**config.mk**
```make
export PLATFORM = sky130hd
export DESIGN_NAME = binadd_operand_entry
export DESIGN_NICKNAME = d
export VERILOG_FILES = /design/src/rtl/binadd_operand_entry.sv
export SDC_FILE = /design/constraint.sdc
export NUM_CORES = 1
export LEC_CHECK = 0
export BUFFER_PORTS_ARGS = -buffer_cell sky130_fd_sc_hd__buf_2
export CORE_UTILIZATION = 55
export CTS_BUF_LIST = sky130_fd_sc_hd__clkbuf_2 sky130_fd_sc_hd__clkbuf_4 sky130_fd_sc_hd__clkbuf_8
export DETAILED_ROUTE_END_ITERATION = 7
export PLACE_DENSITY = 0.79
export RECOVER_POWER = 50
export SETUP_SLACK_MARGIN = 0.1
export SYNTH_ARGS = -nofsm -noshare
export SYNTH_HDL_FRONTEND = slang
export SYNTH_SLANG_ARGS = --single-unit
```
**constraint.sdc**
```tcl
create_clock -name clk -period 2 [get_ports clk]
set_clock_uncertainty 0.15 [all_clocks]
set_input_delay 0.3 -clock clk [delete_from_list [all_inputs] [get_ports clk]]
set_output_delay 0.3 -clock clk [all_outputs]
set_load 0.02 [all_outputs]
```
**src/rtl/binadd_operand_entry.sv**
```systemverilog
// Operand-entry stage for the 2-bit adder: two bouncy push-buttons become registered operands A/B.
// Each button is synchronised, debounced and edge-detected; BTN_INC bumps the selected operand, BTN_SEL flips the selection.
module binadd_operand_entry #(
    parameter int WIDTH           = 2,
    parameter int DEBOUNCE_CYCLES = 120000,
    parameter int CNT_W           = 17
) (
    input  logic             clk,
    input  logic             rst_n,
    input  logic             btn_inc,
    input  logic             btn_sel,
    output logic [WIDTH-1:0] a_out,
    output logic [WIDTH-1:0] b_out,
    output logic             sel_b,
    output logic             upd
);

    localparam logic [CNT_W-1:0] CNT_LAST = CNT_W'(DEBOUNCE_CYCLES - 1);
    localparam int INC = 0;
    localparam int SEL = 1;

    logic [1:0]       raw;
    logic [1:0]       s1;
    logic [1:0]       s2;
    logic [1:0]       db;
    logic [1:0]       db_next;
    logic [1:0]       p;
    logic [1:0]       p_q;
    logic [CNT_W-1:0] cnt [2];

    assign raw = {btn_sel, btn_inc};

    // A new level is accepted only after it has differed from db for DEBOUNCE_CYCLES clocks in a row.
    always_comb begin
        db_next = db;
        for (int i = 0; i < 2; i++) begin
            if (s2[i] != db[i] && cnt[i] == CNT_LAST) begin
                db_next[i] = s2[i];
            end
        end
    end

    always_ff @(posedge clk or negedge rst_n) begin
        if (!rst_n) begin
            s1  <= '0;
            s2  <= '0;
            db  <= '0;
            p   <= '0;
            p_q <= '0;
            for (int i = 0; i < 2; i++) begin
                cnt[i] <= '0;
            end
        end else begin
            s1  <= raw;
            s2  <= s1;
            db  <= db_next;
            p   <= db_next & ~db;
            // Press pulses are retimed once so the operand moves DEBOUNCE_CYCLES+3 edges after the first sample.
            p_q <= p;
            for (int i = 0; i < 2; i++) begin
                if (s2[i] == db[i]) begin
                    cnt[i] <= '0;
                end else if (cnt[i] == CNT_LAST) begin
                    cnt[i] <= '0;
                end else begin
                    cnt[i] <= cnt[i] + CNT_W'(1);
                end
            end
        end
    end

    // A simultaneous select press toggles sel_b on the same edge, so the increment sees the old selection.
    always_ff @(posedge clk or negedge rst_n) begin
        if (!rst_n) begin
            a_out <= '0;
            b_out <= '0;
            sel_b <= 1'b0;
            upd   <= 1'b0;
        end else begin
            upd <= 1'b0;
            if (p_q[INC]) begin
                upd <= 1'b1;
                if (sel_b) begin
                    b_out <= b_out + WIDTH'(1);
                end else begin
                    a_out <= a_out + WIDTH'(1);
                end
            end
            if (p_q[SEL]) begin
                sel_b <= ~sel_b;
            end
        end
    end

endmodule
```
==> results.json, run 1 <==
{
  "status": "completed",
  "gp_congestion": 0.866,
  "numPortBuffers": 9,
  "min_path_type": "reg -> reg",
  "grtUsageTotal_pct": 20.5,
  "grt_max_degree": 51,
  "core-area_um2": 4000,
  "die_h_um": 66.4,
  "ir_drop_mv": 0.491,
  "remaining_drc_errors": 0,
  "cp_num_buf_inv": 1,
  "min_period_ns": 1.85,
  "startpoint_type": "flop",
  "worst_pin_slew_ns": 0.407,
  "grt_setup_unrepaired": "true",
  "drt_iter0_markers": 135,
  "crit_required_ns": 2.04,
  "route.met3.wl_um": 120,
  "crit_type": "reg -> reg",
  "powerDensity_nw_per_um2": 707,
  "cts_inserted_buffers": 5,
  "clockBufferDepth": 2,
  "rows": 23,
  "ys_types": 31,
  "synth_cells": 211,
  "synth_top_cell_area_share_pct": 54.8,
  "die_x_um": 66.4,
  "routed.top_layer": "met4",
  "crit_family": "simple AND/OR/NAND/NOR gates",
  "grt_antenna_before_repair": 0,
  "synthAdderAreaFrac_pct": 1.10,
  "maxSlewViolCount": 0,
  "grt_pass1_vias": 1493,
  "syn_avg_cell_area_um2": 10.8,
  "ys_ff_latch": 50,
  "relSlewSlack_pct": 72.8,
  "routedWlPerCell_um": 14.4,
  "start_util_pct": 57.1,
  "maxClockFrequency_mhz": 542,
  "worst_setup_path_end_kind": "flop",
  "cts_tree": "yes",
  "finalSetupTns_ns": 0,
  "viasPerCell": 5.72,
  "synth_top_family_by_area": "simple AND/OR/NAND/NOR gates",
  "drt_first_pass_iters": 4,
  "cp_cell_sequence": "nor4bb_2, nand4_1, o31ai_4, buf_12, a21oi_1",
  "dp_hpwl_um": 2700,
  "p_leak_nw": 1.11,
  "final_util_pct": 65.3,
  "hold_violations": 0,
  "power_mw": 1.85,
  "grt_overflow": 0,
  "nFillCells": 329,
  "period_share_pct": 92.3,
  "max_stage_delay_ns": 0.45,
  "synthXorXnorAreaFrac_pct": 13.4,
  "path_clk_slew_ns": 0.10,
  "synthesis.area_um2": 2280,
  "drive_above_1_share_pct": 15.9,
  "setup_viol": 0,
  "antenna_cells": 0,
  "via_count": 1614,
  "synth.yosys.seq_area_share_pct": 54.8,
  "area_delta_synth_final_pct": 14.4,
  "wl_met1_um": 1810,
  "synth_mux_area_share_pct": 0.986,
  "cp_max_fo": 17,
  "routed_wl_um": 4070,
  "synth_nets": 217,
  "synth-compound-area-share_pct": 2.41,
  "drv_cap": 0,
  "ys_warn_count": 0,
  "synth_simple_gate_area_share_pct": 24.8,
  "cts-htree-levels": 2,
  "hold_slack_ns": 0.209,
  "ys_top_cells_by_area": "dfrtp_1 55%, xnor2_1 7.3%, xor2_1 6.1%",
  "cts_sinks": 50,
  "antenna_left": 0,
  "synth_top_area_cell": "dfrtp_1",
  "cts_root_buffer": "clkbuf_8",
  "wl_met2_um": 2100,
  "nets": 237,
  "grt_pass1_wl_um": 6750,
  "dieArea_um2": 4410,
  "slowest_stage": "dfrtp_1",
  "clk_latency_ns": 0.30,
  "arrival_ns": 1.88,
  "pin_count": 10
}
==> cell families (layout without fill, tap and decap cells) <==
| family | count (synthesis) | in the layout |
|---|---|---|
| compound gates | 6 | 6 |
| xor+xnor | 35 | 35 |
| fa+ha+maj | 2 | 2 |
| buf+inv | 9 | 30 |
| flops | 50 | 50 |
| mux | 2 | 2 |
| simple gates | 107 | 107 |
==> flip-flops by register name, summed over array words and instances, names as in the netlist <==
register and cells:
cnt 34, s1 2, p_q 2, upd 1, a_out 2, b_out 2, db 2, p 2
s2 2, sel_b 1
==> cell usage after synthesis (all sizes together) <==
library cell / n
ha: 2
nand4b: 1
a31o: 1
clkbuf: 1
nand3b: 2
and3: 2
nor3b: 2
or4: 2
nand3: 15
inv: 2
nand4: 12
nor4: 7
a21oi: 2
o31ai: 3
xnor2: 19
nor2: 35
nand2b: 2
nor4bb: 1
mux2: 2
buf: 6
xor2: 16
dfrtp: 50
nor3: 6
or2: 2
nand2: 11
and4: 7
==> final cells by class <==
class	count	area, um2	share of cell area [%]
Clock buffer	5	68.8	2.64
Inverter	2	7.51	0.287
Multi-Input combinational cell	152	1010	38.7
Tap cell	50	62.6	2.40
Sequential cell	50	1250	48.1
Timing Repair Buffer	20	159	6.09
Clock inverter	3	47.5	1.82
==> worst register-to-register path: cells and delay by family, from the launching register on <==
kind            cells  cell delay [ns]
buf+inv             1             0.18
compound gates      2             0.35
flops               1             0.45
simple gates        2             0.60
==> cells in the final DEF (no fill, tap or decap), drive strengths merged, types with 3 or more instances in the layout <==
cell type and n:
buf 16, nor3 6, inv 3, clkbuf 6, nand3 15, nand4 12
o31ai 3, dlygate4sd3 3, and4 7, dfrtp 50, nor4 7, xnor2 19
nand2 11, nor2 35, xor2 16
==> power by group <==
| group | internal (mW) | switching, mW |
|---|---|---|
| registers | 1.02 | 0.0163 |
| clock network | 0.379 | 0.345 |
| logic | 0.0346 | 0.0463 |
| total | 1.44 | 0.407 |
==> routing by layer <==
layer	vias up	track usage (%)
met1	807	25.5
li1	774	-
met3	2	5.17
met4	0	8.78
met5	-	0
met2	31	33.7
==> metrics by stage <==
stage	setup slack (ns)	area, um2	std cells
after global routing	0.0899	2610	282
after global placement	0.124	2390	266
after detailed placement	0.0447	2390	266
after CTS	0.0994	2550	278
after floorplan	0.127	2290	211
final	0.155	2610	282
==> path summary, 6_finish.rpt <==
path | from | depth (start not counted) | to | slack, ns
worst max-delay path | cnt[8]$_DFF_PN0_ | 5 | cnt[16]$_DFF_PN0_ | 0.15
min in group asynchronous | rst_n | 3 | cnt[25]$_DFF_PN0_ | 0.40
max in group asynchronous | rst_n | 3 | cnt[2]$_DFF_PN0_ | 1.05
worst max register to register | cnt[8]$_DFF_PN0_ | 5 | cnt[16]$_DFF_PN0_ | 0.15
worst min register to register | p[1]$_DFF_PN0_ | 0 | p_q[1]$_DFF_PN0_ | 0.21
worst min-delay path | p[1]$_DFF_PN0_ | 0 | p_q[1]$_DFF_PN0_ | 0.21
==> repair_timing <==
action / in CTS / in global routing
pin swaps: 1 / 0
hold endpoints to repair: 52 / 0
gates resized for setup: 3 / 7
hold buffers: 3 / 0
buffers inserted: 1 / 4
gates cloned: 0 / 0
setup endpoints to repair: 18 / 35
Power figures use the tool's default switching activity.
==> run 2, diff against run 1 <==
ABC_AREA = 1   (was not set)
==> run 2 against run 1 <==
Against the previous run: largest cell class unchanged; clock-buffer cell count is the same; final cell count grew 24%; synthesized area grew 7.9%; setup slack gained 0.32 ns.
==> results.json, run 2 <==
{
  "status": "completed",
  "crit_start": "cnt[0]$_DFF_PN0_",
  "viasPerCell": 5.19,
  "numPortBuffers": 9,
  "reg2reg_from": "cnt[0]$_DFF_PN0_",
  "min_path_type": "reg -> reg",
  "synth.yosys.seq_area_share_pct": 50.8,
  "cts_root_buffer": "clkbuf_8",
  "relSlewSlack_pct": 81.7,
  "remaining_drc_errors": 0,
  "drive_above_1_share_pct": 17.7,
  "finalSetupTns_ns": 0,
  "die_h_um": 68.9,
  "routed_wl_um": 4250,
  "synth_commonest_cells": "62 x nor2_1, 50 x dfrtp_1, 44 x nand2_1",
  "grt_max_degree": 51,
  "dieArea_um2": 4750,
  "hp-start": "p[0]$_DFF_PN0_",
  "dp_hpwl_um": 3100,
  "clk_latency_ns": 0.31,
  "ys_warn_count": 0,
  "ir_drop_mv": 0.445,
  "grt_overflow": 0,
  "hold_path_depth": 0,
  "nFillCells": 343,
  "ys_ff_latch": 50,
  "powerDensity_nw_per_um2": 627,
  "cts_inserted_buffers": 5,
  "cts_tree": "yes",
  "power_mw": 1.71,
  "period_share_pct": 76.4,
  "crit_type": "reg -> reg",
  "worst_setup_path_end_kind": "flop",
  "p_leak_nw": 1.19,
  "drt_iter0_markers": 128,
  "antenna_left": 0,
  "grt_pass1_wl_um": 7380,
  "min_period_ns": 1.53,
  "clockBufferDepth": 2,
  "crit_required_ns": 2.05,
  "synthFlopType": "dfrtp_1",
  "core-area_um2": 4140,
  "via_count": 1815,
  "synth_cells": 278,
  "synth_most_common_cell": "nor2_1",
  "grt_antenna_before_repair": 0,
  "dp_slack_ns": 0.471,
  "final_cell_mix": "62 x nor2_1, 50 x dfrtp_1, 44 x nand2_1",
  "largest_reg_flops": 34,
  "syn_avg_cell_area_um2": 8.87,
  "drt_first_pass_iters": 4,
  "pin_count": 10,
  "antenna_cells": 0,
  "synthesis.area_um2": 2460,
  "regMostFlops": "cnt",
  "layout_setup_ws_ns": 0.473,
  "arrival_ns": 1.57,
  "synth_nets": 284,
  "maxSlewViolCount": 0,
  "grtUsageTotal_pct": 21.5,
  "grt_setup_unrepaired": "false",
  "routedWlPerCell_um": 12.2,
  "worstRegToRegCells": 6,
  "nets": 305,
  "final_common_cell": "nor2_1",
  "cts_setup_buffers": 0,
  "hold_slack_ns": 0.205,
  "area_delta_synth_final_pct": 10.4,
  "worst_pin_slew_ns": 0.274,
  "gp_congestion": 0.901,
  "setup_viol": 0,
  "cts-htree-levels": 2,
  "cp_max_fo": 10,
  "path_clk_slew_ns": 0.09,
  "die_x_um": 68.9,
  "drv_cap": 0,
  "rows": 23,
  "synth_top_cell_area_share_pct": 50.8,
  "maxClockFrequency_mhz": 655,
  "hold_violations": 0,
  "synth-edff-count": 0,
  "synth_top_area_cell": "dfrtp_1",
  "ys_top_cells_by_area": "dfrtp_1 51%, nor2_1 9.4%, xor2_1 7.1%",
  "ys_types": 27,
  "grt_pass1_vias": 1696,
  "start_util_pct": 59.5,
  "startpoint_type": "flop",
  "cts_sinks": 50,
  "synthArstFlopShare_pct": 100
}
run 2: cell types whose count changed in the layout (fill, tap and decap cells not counted), moves of 5 or more:
cell	delta
and4_1	-5
nand3_1	+7
xnor2_1	-13
nor4_1	-7
inv_1	+19
nand2_1	+33
nand4_1	-10
nand2_2	+8
buf_4	-5
nand3_2	+5
nor2_1	+27
nor2_2	+9
run 2: cells by family (layout without fill, tap and decap cells):
kind of cell / Yosys count / count (layout) / share of synthesized area (%)
simple gates: 165 / 165 / 31.9
flops: 50 / 50 / 50.8
xor+xnor: 28 / 28 / 10.6
buf+inv: 25 / 47 / 3.81
compound gates: 8 / 8 / 1.98
fa+ha+maj: 2 / 2 / 1.02
run 2: through the flow:
stage / area (um2) / instances / util [%]
after global routing: 2720 / 350 / 65.7
final: 2720 / 350 / 65.7
after global placement: 2600 / 339 / 62.7
after detailed placement: 2600 / 339 / 62.7
after CTS: 2720 / 350 / 65.7
after floorplan: 2460 / 278 / -
run 2: cell type report:
class                           instances  area (um2)  share of cell area, %
Sequential cell                        50        1250                   46.0
Multi-Input combinational cell        203        1120                   41.1
Timing Repair Buffer                   14         101                   3.72
Inverter                               25        93.8                   3.45
Clock buffer                            5        68.8                   2.53
Tap cell                               50        62.6                   2.30
Clock inverter                          3        23.8                  0.874
run 2: layer usage:
metal,up-vias,share of wire [%],GRT usage (%)
met1,854,48,28.7
met4,0,1.1,6.63
met2,46,46,34.3
met3,5,5.1,5.10
li1,910,-,-
met5,-,0,0
run 2: path summary, 6_finish.rpt:
| kind | end | slack (ns) |
|---|---|---|
| min reg2reg | p_q[0]$_DFF_PN0_ | 0.20 |
| min in group asynchronous | upd$_DFF_PN0_ | 0.40 |
| max in group asynchronous | cnt[15]$_DFF_PN0_ | 1.08 |
| min | p_q[0]$_DFF_PN0_ | 0.20 |
| max | cnt[7]$_DFF_PN0_ | 0.47 |
| max reg2reg | cnt[7]$_DFF_PN0_ | 0.47 |
run 2: critical path: stages (launching register included):
cell     delay (ns)
dfrtp_1        0.41
ha_1           0.23
nand3_2        0.15
nor2_1         0.16
nand3_2        0.11
nand2_4        0.15
nor2_1         0.06
run 2: power by group:
group	leakage, nW	internal [mW]	switching [mW]
combinational	0.464	0.0239	0.0467
sequential	0.684	1.02	0.0131
clock	0.0408	0.250	0.349
total	1.19	1.30	0.409
run 2: what timing repair did:
item,in CTS,in global routing
gates resized for setup,0,0
endpoints found under the hold margin,52,0
hold buffers,3,0
==> run 3, diff against run 2 <==
clock period = 1.2 ns   (was 2 ns; I/O delays follow)
==> run 3 against run 2 <==
Against the previous run: the run now ends with setup timing left; combinational power grew to 2.8 times the previous value; via count rose by 16%; final area up 27%; clock power up 75%; sequential share of layout area is 9.5 points lower; clock-buffer cell count stayed put; first-iteration DRC count grew 11%; total power increased by 75%.
==> results.json, run 3 (synthesized netlist as in run 2, its figures left out) <==
{
  "numPortBuffers": 9,
  "startpoint_type": "flop",
  "cts_sinks": 50,
  "reg2reg_from": "cnt[1]$_DFF_PN0_",
  "ir_drop_mv": 0.581,
  "grt_max_degree": 51,
  "path_clk_slew_ns": 0.10,
  "area_delta_synth_final_pct": 40.2,
  "cts_tree": "yes",
  "layout_setup_ws_ns": -0.309,
  "cp_max_fo": 3,
  "regMostFlops": "cnt",
  "busiest_layer": "met2",
  "routedWlPerCell_um": 14.2,
  "viasPerCell": 5.22,
  "max_stage_delay_ns": 0.39,
  "powerDensity_nw_per_um2": 863,
  "crit_type": "reg -> reg",
  "grtUsageTotal_pct": 26.0,
  "crit_family": "simple AND/OR/NAND/NOR gates",
  "core-area_um2": 4140,
  "grt_util_met2_pct": 46.4,
  "status": "finished with violations",
  "die_h_um": 68.9,
  "met3_usage_pct": 5.92,
  "remaining_drc_errors": 0,
  "grt_overflow": 0,
  "met1_usage_pct": 30.4,
  "period_share_pct": 126,
  "grt_setup_unrepaired": "true",
  "power_mw": 2.98,
  "hp-start": "s1[1]$_DFF_PN0_",
  "relSlewSlack_pct": 69.9,
  "grt_pass1_wl_um": 8760,
  "crit_required_ns": 1.26,
  "cp_num_buf_inv": 1,
  "hold_violations": 0,
  "hold_slack_ns": 0.207,
  "cts_inserted_buffers": 5,
  "cts_root_buffer": "clkbuf_8",
  "p_leak_nw": 1.53,
  "slowest_stage": "dfrtp_1",
  "clockBufferDepth": 2,
  "start_util_pct": 59.5,
  "pin_count": 10,
  "arrival_ns": 1.57,
  "clk_latency_ns": 0.31,
  "die_x_um": 68.9,
  "drive_above_1_share_pct": 43.5,
  "antenna_cells": 0,
  "drt_first_pass_iters": 4,
  "grt_antenna_before_repair": 0,
  "via_count": 2107,
  "antenna_left": 0,
  "nets": 359,
  "drv_cap": 0,
  "violations": "setup timing",
  "dieArea_um2": 4750,
  "cp_cell_sequence": "buf_6, ha_4, nand3_4, nor2_4, nand3_2, xor2_2, nor2_2",
  "crit_start": "cnt[1]$_DFF_PN0_",
  "final_cell_mix": "47 x nor2_1, 47 x buf_4, 42 x dfrtp_1",
  "rows": 23,
  "maxSlewViolCount": 0,
  "worst_setup_path_end_kind": "flop",
  "dp_hpwl_um": 3420,
  "routed_wl_um": 5750,
  "maxClockFrequency_mhz": 663,
  "gp_congestion": 0.875,
  "min_path_type": "reg -> reg",
  "min_period_ns": 1.51,
  "worst_pin_slew_ns": 0.452,
  "cts-htree-levels": 2,
  "setup_viol": 39,
  "largest_reg_flops": 34,
  "drt_iter0_markers": 142,
  "grt_pass1_vias": 2020
}
[run 3: cell types whose count changed in the layout (fill, tap and decap cells not counted), sizes merged]
cell	change
buf	+52
clkinvlp	-2
nand2	+2
clkinv	+1
inv	+1
[run 3: area by class of cell]
| type | instances | area, um2 |
|---|---|---|
| Timing Repair Buffer | 66 | 543 |
| Clock inverter | 3 | 26.3 |
| Inverter | 25 | 93.8 |
| Sequential cell | 50 | 1260 |
| Clock buffer | 5 | 68.8 |
| Fill cell | 227 | 688 |
| Tap cell | 50 | 62.6 |
| Multi-Input combinational cell | 205 | 1400 |
[run 3: worst register-to-register path: cells and delay by family, from the launching register on]
kind	cells	cell delay (ns)
fa+ha+maj	1	0.16
buf+inv	1	0.12
flops	1	0.39
simple gates	4	0.42
xor+xnor	1	0.17
[run 3: report_power, final]
part	leakage (nW)	switching, mW	internal [mW]
combinational	0.814	0.113	0.0817
clock	0.0491	0.624	0.430
sequential	0.671	0.0257	1.71
[run 3: final timing paths]
| check | end | slack [ns] | cells after the start |
|---|---|---|---|
| max in group asynchronous | cnt[3]$_DFF_PN0_ | 0.25 | 3 |
| worst max-delay path | cnt[14]$_DFF_PN0_ | -0.31 | 7 |
| worst min-delay path | s2[1]$_DFF_PN0_ | 0.21 | 0 |
| worst max register to register | cnt[14]$_DFF_PN0_ | -0.31 | 7 |
| worst min register to register | s2[1]$_DFF_PN0_ | 0.21 | 0 |
| min in group asynchronous | upd$_DFF_PN0_ | 0.29 | 3 |
[run 3: what timing repair did]
action / 4_1_cts / 5_1_grt
endpoints found under the hold margin: 52 / 0
pin swaps: 12 / 19
gates cloned: 1 / 1
hold buffers: 3 / 0
endpoints found under the setup margin: 44 / 48
setup buffers: 8 / 7
resized for setup: 30 / 36
[run 3: layer usage]
layer  part of all wire [%]  up-vias
met4                    2.1        0
met3                    3.7       12
met5                      0        -
met2                     52       40
met1                     42     1036
li1                       -     1019
[run 3: stage by stage]
step / area [um2] / util (%) / cells / TNS (ns) / setup WS [ns]
final: 3460 / 83.4 / 404 / -7.33 / -0.309
after global routing: 3460 / 83.4 / 404 / -10.09 / -0.369
after CTS: 3280 / 79.1 / 396 / -5.05 / -0.195
after detailed placement: 2960 / 71.5 / 376 / -5.21 / -0.217
after global placement: 2960 / 71.5 / 376 / -3.97 / -0.163
after floorplan: 2550 / - / 278 / -2.62 / -0.153
